### src/rtl/adc_pkg.sv
// Shared types, widths and channel helpers for the LTC2308 scan controller.
package adc_pkg;

    localparam int RESULT_W = 12;
    localparam int CFG_W    = 6;
    localparam int N_CH     = 8;

    typedef enum logic [2:0] {
        S_IDLE,
        S_CONVST,
        S_WAIT,
        S_SHIFT,
        S_DONE
    } adc_state_e;

    // Config word {S/D=1, O/S, S1, S0, UNI, SLP=0}; O/S is the channel LSB.
    function automatic logic [CFG_W-1:0] cfg_word(input logic [2:0] ch, input logic uni);
        return {1'b1, ch[0], ch[2], ch[1], uni, 1'b0};
    endfunction

    // Next set bit of mask after ch, wrapping; returns ch itself for a one-hot mask.
    function automatic logic [2:0] next_ch(input logic [N_CH-1:0] mask, input logic [2:0] ch);
        logic [2:0] c;
        logic [2:0] r;
        logic       hit;
        r   = ch;
        hit = 1'b0;
        for (int i = 1; i <= N_CH; i++) begin
            c = ch + 3'(i);
            if (!hit && mask[c]) begin
                r   = c;
                hit = 1'b1;
            end
        end
        return r;
    endfunction

    // Highest set bit of mask; its write closes a scan.
    function automatic logic [2:0] last_ch(input logic [N_CH-1:0] mask);
        logic [2:0] r;
        r = '0;
        for (int i = 0; i < N_CH; i++) begin
            if (mask[i]) r = 3'(i);
        end
        return r;
    endfunction

endpackage

### src/rtl/adc_scan_ctrl_if.sv
// Control and sample bus between the scan controller and its consumers.
interface adc_scan_ctrl_if;
    import adc_pkg::*;

    logic                               cont;
    logic                               start;
    logic                               busy;
    logic                               sample_valid;
    logic [2:0]                         sample_ch;
    logic [RESULT_W-1:0]                sample_data;
    logic                               scan_done;
    logic [N_CH-1:0][RESULT_W-1:0]      results;

    modport master (
        input  cont, start,
        output busy, sample_valid, sample_ch, sample_data, scan_done, results
    );

    modport slave (
        output cont, start,
        input  busy, sample_valid, sample_ch, sample_data, scan_done, results
    );

endinterface

### src/rtl/adc_frame.sv
// One LTC2308 frame: CONVST pulse, conversion wait, 12-bit SCK shift, DONE.
// All pins are registered from the next-state values so they line up with the state.
module adc_frame
    import adc_pkg::*;
#(
    parameter int SCK_HALF    = 2,
    parameter int CONV_CYCLES = 80
) (
    input  logic                clk,
    input  logic                reset_n,
    input  logic                go,
    input  logic [CFG_W-1:0]    cfg,
    output logic                done,
    output logic [RESULT_W-1:0] data,
    output logic                convst,
    output logic                sck,
    output logic                sdi,
    input  logic                sdo
);

    adc_state_e          state, state_nx;
    logic [15:0]         cnt, cnt_nx;
    logic [4:0]          hx, hx_nx;      // SCK half-period index 0..23 inside SHIFT
    logic                sck_d, sdi_d;
    logic [RESULT_W-1:0] word;

    assign word = {cfg, {(RESULT_W-CFG_W){1'b0}}};
    assign done = (state == S_DONE);

    // SCK is high on odd halves, so it idles low and rises mid-period
    assign sck_d = (state_nx == S_SHIFT) && hx_nx[0];
    // one SDI bit per SCK period, MSB valid on SHIFT entry, changes where SCK falls
    assign sdi_d = (state_nx == S_SHIFT) && word[4'(RESULT_W-1) - hx_nx[4:1]];

    // state register and phase counters
    always_ff @(posedge clk) begin
        if (!reset_n) begin
            state <= S_IDLE;
            cnt   <= '0;
            hx    <= '0;
        end else begin
            state <= state_nx;
            cnt   <= cnt_nx;
            hx    <= hx_nx;
        end
    end

    // next-state and counter sequencing for the frame phases
    always_comb begin
        state_nx = state;
        cnt_nx   = cnt + 16'd1;
        hx_nx    = hx;
        case (state)
            S_IDLE: begin
                cnt_nx = '0;
                hx_nx  = '0;
                if (go) state_nx = S_CONVST;
            end
            S_CONVST: begin
                if (cnt == 16'd1) begin
                    cnt_nx   = '0;
                    state_nx = S_WAIT;
                end
            end
            S_WAIT: begin
                if (cnt == 16'(CONV_CYCLES-1)) begin
                    cnt_nx   = '0;
                    hx_nx    = '0;
                    state_nx = S_SHIFT;
                end
            end
            S_SHIFT: begin
                if (cnt == 16'(SCK_HALF-1)) begin
                    cnt_nx = '0;
                    hx_nx  = hx + 5'd1;
                    if (hx == 5'd23) begin
                        hx_nx    = '0;
                        state_nx = S_DONE;
                    end
                end
            end
            S_DONE: begin
                cnt_nx   = '0;
                hx_nx    = '0;
                state_nx = go ? S_CONVST : S_IDLE;
            end
            default: state_nx = S_IDLE;
        endcase
    end

    // pin registers; SDO is taken on the edge that raises SCK
    always_ff @(posedge clk) begin
        if (!reset_n) begin
            convst <= 1'b0;
            sck    <= 1'b0;
            sdi    <= 1'b0;
            data   <= '0;
        end else begin
            convst <= (state_nx == S_CONVST);
            sck    <= sck_d;
            sdi    <= sdi_d;
            if (sck_d && !sck) data <= {data[RESULT_W-2:0], sdo};
        end
    end

endmodule

### src/rtl/adc_scan_ctrl.sv
// LTC2308 scan controller: sequences channels, tags pipelined results and keeps the result bank.
// The result read in a frame belongs to the config sent one frame earlier, hence prev_ch.
module adc_scan_ctrl
    import adc_pkg::*;
#(
    parameter logic [N_CH-1:0] CH_MASK     = 8'b0010_0010,
    parameter int              SCK_HALF    = 2,
    parameter int              CONV_CYCLES = 80,
    parameter logic            UNIPOLAR    = 1'b1
) (
    input  logic            clk,
    input  logic            reset_n,
    adc_scan_ctrl_if.master scan,
    output logic            ADC_CONVST,
    output logic            ADC_SCK,
    output logic            ADC_SDI,
    input  logic            ADC_SDO
);

    if (CH_MASK == '0) begin : g_bad_mask
        $error("adc_scan_ctrl: CH_MASK must select at least one channel");
    end

    localparam logic [2:0] LO_CH = next_ch(CH_MASK, 3'd7);
    localparam logic [2:0] HI_CH = last_ch(CH_MASK);

    logic                          busy, priming, last, go, done;
    logic [2:0]                    cfg_ch, prev_ch;
    logic [CFG_W-1:0]              cfg;
    logic [RESULT_W-1:0]           data;
    logic                          sample_valid, scan_done;
    logic [2:0]                    sample_ch;
    logic [RESULT_W-1:0]           sample_data;
    logic [N_CH-1:0][RESULT_W-1:0] results;

    assign cfg  = cfg_word(cfg_ch, UNIPOLAR);
    // the frame now ending delivers the highest channel of the scan
    assign last = !priming && (prev_ch == HI_CH);
    // idle: start on cont or start; running: chain frames unless a single scan just closed
    assign go   = busy ? (done && (scan.cont || !last)) : (scan.cont || scan.start);

    adc_frame #(
        .SCK_HALF    (SCK_HALF),
        .CONV_CYCLES (CONV_CYCLES)
    ) u_frame (
        .clk     (clk),
        .reset_n (reset_n),
        .go      (go),
        .cfg     (cfg),
        .done    (done),
        .data    (data),
        .convst  (ADC_CONVST),
        .sck     (ADC_SCK),
        .sdi     (ADC_SDI),
        .sdo     (ADC_SDO)
    );

    // channel sequencing, result tagging and the per-channel bank
    always_ff @(posedge clk) begin
        if (!reset_n) begin
            busy         <= 1'b0;
            priming      <= 1'b1;
            cfg_ch       <= LO_CH;
            prev_ch      <= '0;
            sample_valid <= 1'b0;
            scan_done    <= 1'b0;
            sample_ch    <= '0;
            sample_data  <= '0;
            results      <= '0;
        end else begin
            sample_valid <= 1'b0;
            scan_done    <= 1'b0;
            if (!busy) begin
                cfg_ch  <= LO_CH;
                priming <= 1'b1;
                if (go) busy <= 1'b1;
            end else if (done) begin
                if (!priming) begin
                    results[prev_ch] <= data;
                    sample_valid     <= 1'b1;
                    sample_ch        <= prev_ch;
                    sample_data      <= data;
                    scan_done        <= (prev_ch == HI_CH);
                end
                prev_ch <= cfg_ch;
                cfg_ch  <= next_ch(CH_MASK, cfg_ch);
                priming <= 1'b0;
                if (!go) busy <= 1'b0;
            end
        end
    end

    assign scan.busy         = busy;
    assign scan.sample_valid = sample_valid;
    assign scan.sample_ch    = sample_ch;
    assign scan.sample_data  = sample_data;
    assign scan.scan_done    = scan_done;
    assign scan.results      = results;

endmodule

### src/flat_wrapper.sv
// flat-port wrapper written by rule: the top's interface ports become plain ports
module adc_scan_ctrl_flat import adc_pkg::*;
#(
    parameter logic [N_CH-1:0] CH_MASK     = 8'b0010_0010,
    parameter int              SCK_HALF    = 2,
    parameter int              CONV_CYCLES = 80,
    parameter logic            UNIPOLAR    = 1'b1
)
  (clk, reset_n, ADC_CONVST, ADC_SCK, ADC_SDI, ADC_SDO, scan_cont, scan_start, scan_busy, scan_sample_valid, scan_sample_ch, scan_sample_data, scan_scan_done, scan_results);
  adc_scan_ctrl_if scan_i ();
  input  logic clk;
  input  logic reset_n;
  output logic ADC_CONVST;
  output logic ADC_SCK;
  output logic ADC_SDI;
  input  logic ADC_SDO;
  input wire logic [$bits(scan_i.cont)-1:0] scan_cont;
  input wire logic [$bits(scan_i.start)-1:0] scan_start;
  output wire logic [$bits(scan_i.busy)-1:0] scan_busy;
  output wire logic [$bits(scan_i.sample_valid)-1:0] scan_sample_valid;
  output wire logic [$bits(scan_i.sample_ch)-1:0] scan_sample_ch;
  output wire logic [$bits(scan_i.sample_data)-1:0] scan_sample_data;
  output wire logic [$bits(scan_i.scan_done)-1:0] scan_scan_done;
  output wire logic [$bits(scan_i.results)-1:0] scan_results;
  assign scan_i.cont = scan_cont;
  assign scan_i.start = scan_start;
  assign scan_busy = scan_i.busy;
  assign scan_sample_valid = scan_i.sample_valid;
  assign scan_sample_ch = scan_i.sample_ch;
  assign scan_sample_data = scan_i.sample_data;
  assign scan_scan_done = scan_i.scan_done;
  assign scan_results = scan_i.results;
  adc_scan_ctrl #(.CH_MASK(CH_MASK), .SCK_HALF(SCK_HALF), .CONV_CYCLES(CONV_CYCLES), .UNIPOLAR(UNIPOLAR)) u_core (.clk(clk), .reset_n(reset_n), .scan(scan_i), .ADC_CONVST(ADC_CONVST), .ADC_SCK(ADC_SCK), .ADC_SDI(ADC_SDI), .ADC_SDO(ADC_SDO));
endmodule
### config.mk
export PLATFORM = sky130hd
export DESIGN_NAME = adc_scan_ctrl_flat
export DESIGN_NICKNAME = d
export VERILOG_FILES = /design/src/rtl/adc_pkg.sv /design/src/rtl/adc_scan_ctrl_if.sv /design/src/rtl/adc_frame.sv /design/src/rtl/adc_scan_ctrl.sv /design/src/flat_wrapper.sv
export SDC_FILE = /design/constraint.sdc
export NUM_CORES = 1
export LEC_CHECK = 0
export ABC_AREA = 1
export ABC_CLOCK_PERIOD_IN_PS = 3350
export CORE_ASPECT_RATIO = 0.7
export CORE_MARGIN = 10
export CORE_UTILIZATION = 56
export DETAILED_ROUTE_END_ITERATION = 10
export PLACE_DENSITY = 0.85
export RECOVER_POWER = 50
export SKIP_LAST_GASP = 1
export SLEW_MARGIN = 40
export SYNTH_ARGS = -nofsm -noshare
export SYNTH_HDL_FRONTEND = slang
export SYNTH_SLANG_ARGS = --single-unit
### constraint.sdc
create_clock -name clk -period 3.35 [get_ports clk]
set_input_delay 0.5025 -clock clk [delete_from_list [all_inputs] [get_ports clk]]
set_output_delay 0.5025 -clock clk [all_outputs]
set_load 0.1 [all_outputs]
==> run summary <==
Post-Route WL: 17500 um
CP startpoint kind: flip-flop
Total number of vias: 5702
Clock transition at the registers of the reported paths: 0.07 ns
H-Tree Depth: 4
Fin. Hold Viols: 0
Yosys top cell area share: 50.9%
Clock root buffer: clkbuf_16
Synth Area in Adders: 1.98%
CTS Buf Count: 17
Clk sinks: 161
M2 GR Usage: 31.3%
Compound-gate portion of the synthesized area: 19.3%
First-pass GRT wire length: 27300 um
Final setup viols: 0
WS Path Type: reg -> reg
Grt ovf: 0
Core area: 11100 um2
R2R Setup Slk: 0.62 ns
Warnings, synthesis: 0
Wire per inst: 16.5 um
CTS tree: built
Fin Setup TNS: 0 ns
Seq/Total Area, Yosys: 50.9%
Part of the cycle the worst path needs: 81.5%
Post-CTS Setup Bufs: 0
CP arrival: 3.07 ns
Top FF cell, synth: dfxtp_1
Hold Path Cell Cnt: 1
Clock Latency Late Sink: 0.42 ns
Met3 Track Usage GR: 6.79%
Largest cells by area after synthesis: dfxtp_1 (51%), a21oi_1 (8.2%), nand2_1 (6.2%)
Top delay family on crit path: simple AND/OR/NAND/NOR gates
Hold EP: u_core.u_frame.cnt[0]
Width of the die: 147 um
Asr flop ratio synth: 0%
CP Cell Sequence: nor2_1 > nand2_2 > nor2_1 > inv_2 > nor2_4 > nand2_2 > nor2_4 > o21ai_0 > a21oi_1
CP required: 3.69 ns
Cell area after layout: 7350 um2
Commonest cells in the netlist: dfxtp_1 (161), nand2_1 (105), a21oi_1 (104)
Tightest Pin Transition: 1.27 ns
Initial DRC count: 444
Synth area leader: dfxtp_1
Peak supply drop: 354 uV
Yosys reg bits: 161
Dpl hpwl: 11500 um
Post-synth EDFFs: 0
Vias in the first global route: 5207
Via density: 5.38
Antenna-violating nets left: 0
HP Class: reg -> reg
R2r endpoint: u_core.scan.results[74]
Maximum number of pins on one net before global-route repair: 65
Area post-placement: 6960 um2
Post_cts resized: 0
Crit-path max FO: 31
Fmax: 0.366 GHz
Power Density: 537 nW/um2
Layout cells sized above 1: 6.40%
Clock Skews: 0.00994 ns
Die Ht: 109 um
Slowest stage delay, CP: 0.47 ns
Hold Startpoint: u_core.u_frame.cnt[0]
Avg Synthesized Cell Area: 8.01 um2
CP bufs+invs: 1
Met1 track utilization from global routing: 28.2%
Mapped cell area: 6330 um2
RSZ-0062 raised after global routing: no
Post-route minimum period: 2.73 ns
Syn Nets: 805
Routability cong.: 0.902
Normalized max-slew margin: 15.9%
Gr usage total: 21.1%
DRC Markers: 0
Die ar.: 16000 um2
Inserted Diodes: 0
Critical Path End Type: flip-flop
PortBufs: 121
MaxCap Viol Count: 0
Most frequent cell after synthesis: dfxtp_1
Synth unique cells: 34
Synth Area in XOR/XNOR: 1.25%
Busiest grt layer: met2
Layout area overhead: 16.1%
# IOs: 122
Row count: 32
Fin. max-slew vios: 0
CP max stage cell: nor2_4
Reg-to-Reg Start: u_core.u_frame.state[0]
Cells on worst reg2reg path: 9
Synth Area in Simple Gates: 18.9%
Initial core utilization: 57.3%
Leak: 3.02 nW
Fin nets: 908
Largest family of logic cells by synthesized area: compound AO/OA/AOI/OAI gates
CTS Hold Bufs: 0
Status: finished clean
Maximum root-to-sink buffer count: 2
DRT Pass-1 Iters: 5
Mux cell area share after synthesis: 0%
Cells after Synth: 790
Initial antenna violation count: 0
sequential cells by signal, indices dropped and copies added, names as in the netlist, named ones only:
| signal | cells |
|---|---|
| u_core.scan.results | 96 |
| u_core.u_frame.cnt | 16 |
| u_core.scan.sample_data | 12 |
| u_core.u_frame.data | 12 |
| u_core.u_frame.hx | 5 |
| u_core.cfg_ch | 3 |
| u_core.prev_ch | 3 |
| u_core.scan.sample_ch | 3 |
| u_core.u_frame.state | 3 |
| u_core.priming | 1 |
| u_core.scan.busy | 1 |
| u_core.scan.sample_valid | 1 |
| u_core.scan.scan_done | 1 |
| u_core.u_frame.convst | 1 |
| u_core.u_frame.sck | 1 |
| u_core.u_frame.sdi | 1 |
power breakdown:
part / internal, mW / leakage, nW / switching (mW)
clock: 1.05 / 0.272 / 0.837
combinational: 0.0299 / 1.45 / 0.108
sequential: 1.92 / 1.30 / 0.00713
total: 3.00 / 3.02 / 0.953
routing by layer:
metal | routed length, um | vias to the layer above
li1 | - | 2838
met1 | 8100 | 2580
met2 | 7680 | 261
met3 | 1510 | 23
met4 | 205 | 0
met5 | 0 | -
cell type report:
class / instances / area (um2)
Sequential cell: 161 / 3220
Fill cell: 947 / 3700
Multi-Input combinational cell: 517 / 2590
Tap cell: 153 / 191
Inverter: 72 / 270
Clock inverter: 15 / 151
Clock buffer: 17 / 425
Timing Repair Buffer: 124 / 497
per-stage QoR:
stage	worst slack (ns)	instances	hold WS [ns]	power [mW]	utilization [%]
5_1_grt	0.335	1059	0.512	4.05	66.5
2_1_floorplan	1.00	790	0.445	2.08	-
6_report	0.618	1059	0.487	3.95	66.5
3_5_place_dp	0.998	1027	0.473	2.11	63.0
4_1_cts	0.891	1059	0.488	3.96	68.2
3_3_place_gp	1.07	1027	0.462	2.11	68.2
worst max-delay path by stage:
stage | from | endpoint | slack [ns] | cells past startpoint
after floorplan | u_core.scan.busy | u_core.scan.results[15] | 1.00 | 9
after CTS | u_core.u_frame.state[0] | u_core.scan.results[39] | 0.89 | 9
after global routing | u_core.u_frame.state[0] | u_core.scan.results[2] | 0.33 | 9
after detailed placement | u_core.u_frame.state[0] | u_core.scan.results[45] | 1.0 | 9
after global placement | u_core.u_frame.state[0] | u_core.scan.results[39] | 1.07 | 9
final | u_core.u_frame.state[0] | u_core.scan.results[74] | 0.62 | 9
cell families after synthesis:
logic type / after synthesis
AO/OA/AOI/OAI: 235
buffers and inverters: 112
AND/OR/NAND/NOR: 263
flip-flops: 161
adder cells (fa/ha/maj): 10
XOR/XNOR: 9
cells in the final DEF (no fill, tap or decap), types with 2 or more instances in the layout:
cell | Yosys | final
o21ai_0 | 33 | 38
inv_8 | 0 | 3
clkinvlp_4 | 0 | 4
dfxtp_1 | 161 | 161
nand2_1 | 105 | 106
nor2_1 | 84 | 87
clkinv_1 | 13 | 13
xor2_1 | 5 | 5
nand2_2 | 4 | 4
nand3_1 | 30 | 31
nand3b_1 | 2 | 2
a21oi_1 | 104 | 104
clkinv_4 | 0 | 3
a31oi_1 | 2 | 2
clkbuf_16 | 0 | 17
ha_1 | 10 | 10
nor3b_1 | 2 | 2
nor2_2 | 3 | 2
clkdlybuf4s50_1 | 0 | 3
nor3_1 | 10 | 10
a211oi_1 | 14 | 14
inv_6 | 0 | 3
nor4_1 | 2 | 2
nor2_4 | 12 | 10
inv_2 | 4 | 4
xnor2_1 | 4 | 4
clkbuf_1 | 13 | 117
o21ai_1 | 78 | 73
o22ai_1 | 2 | 2
buf_4 | 8 | 3
inv_1 | 55 | 55
nand4_1 | 6 | 6
(Power assumes the default switching activity.)
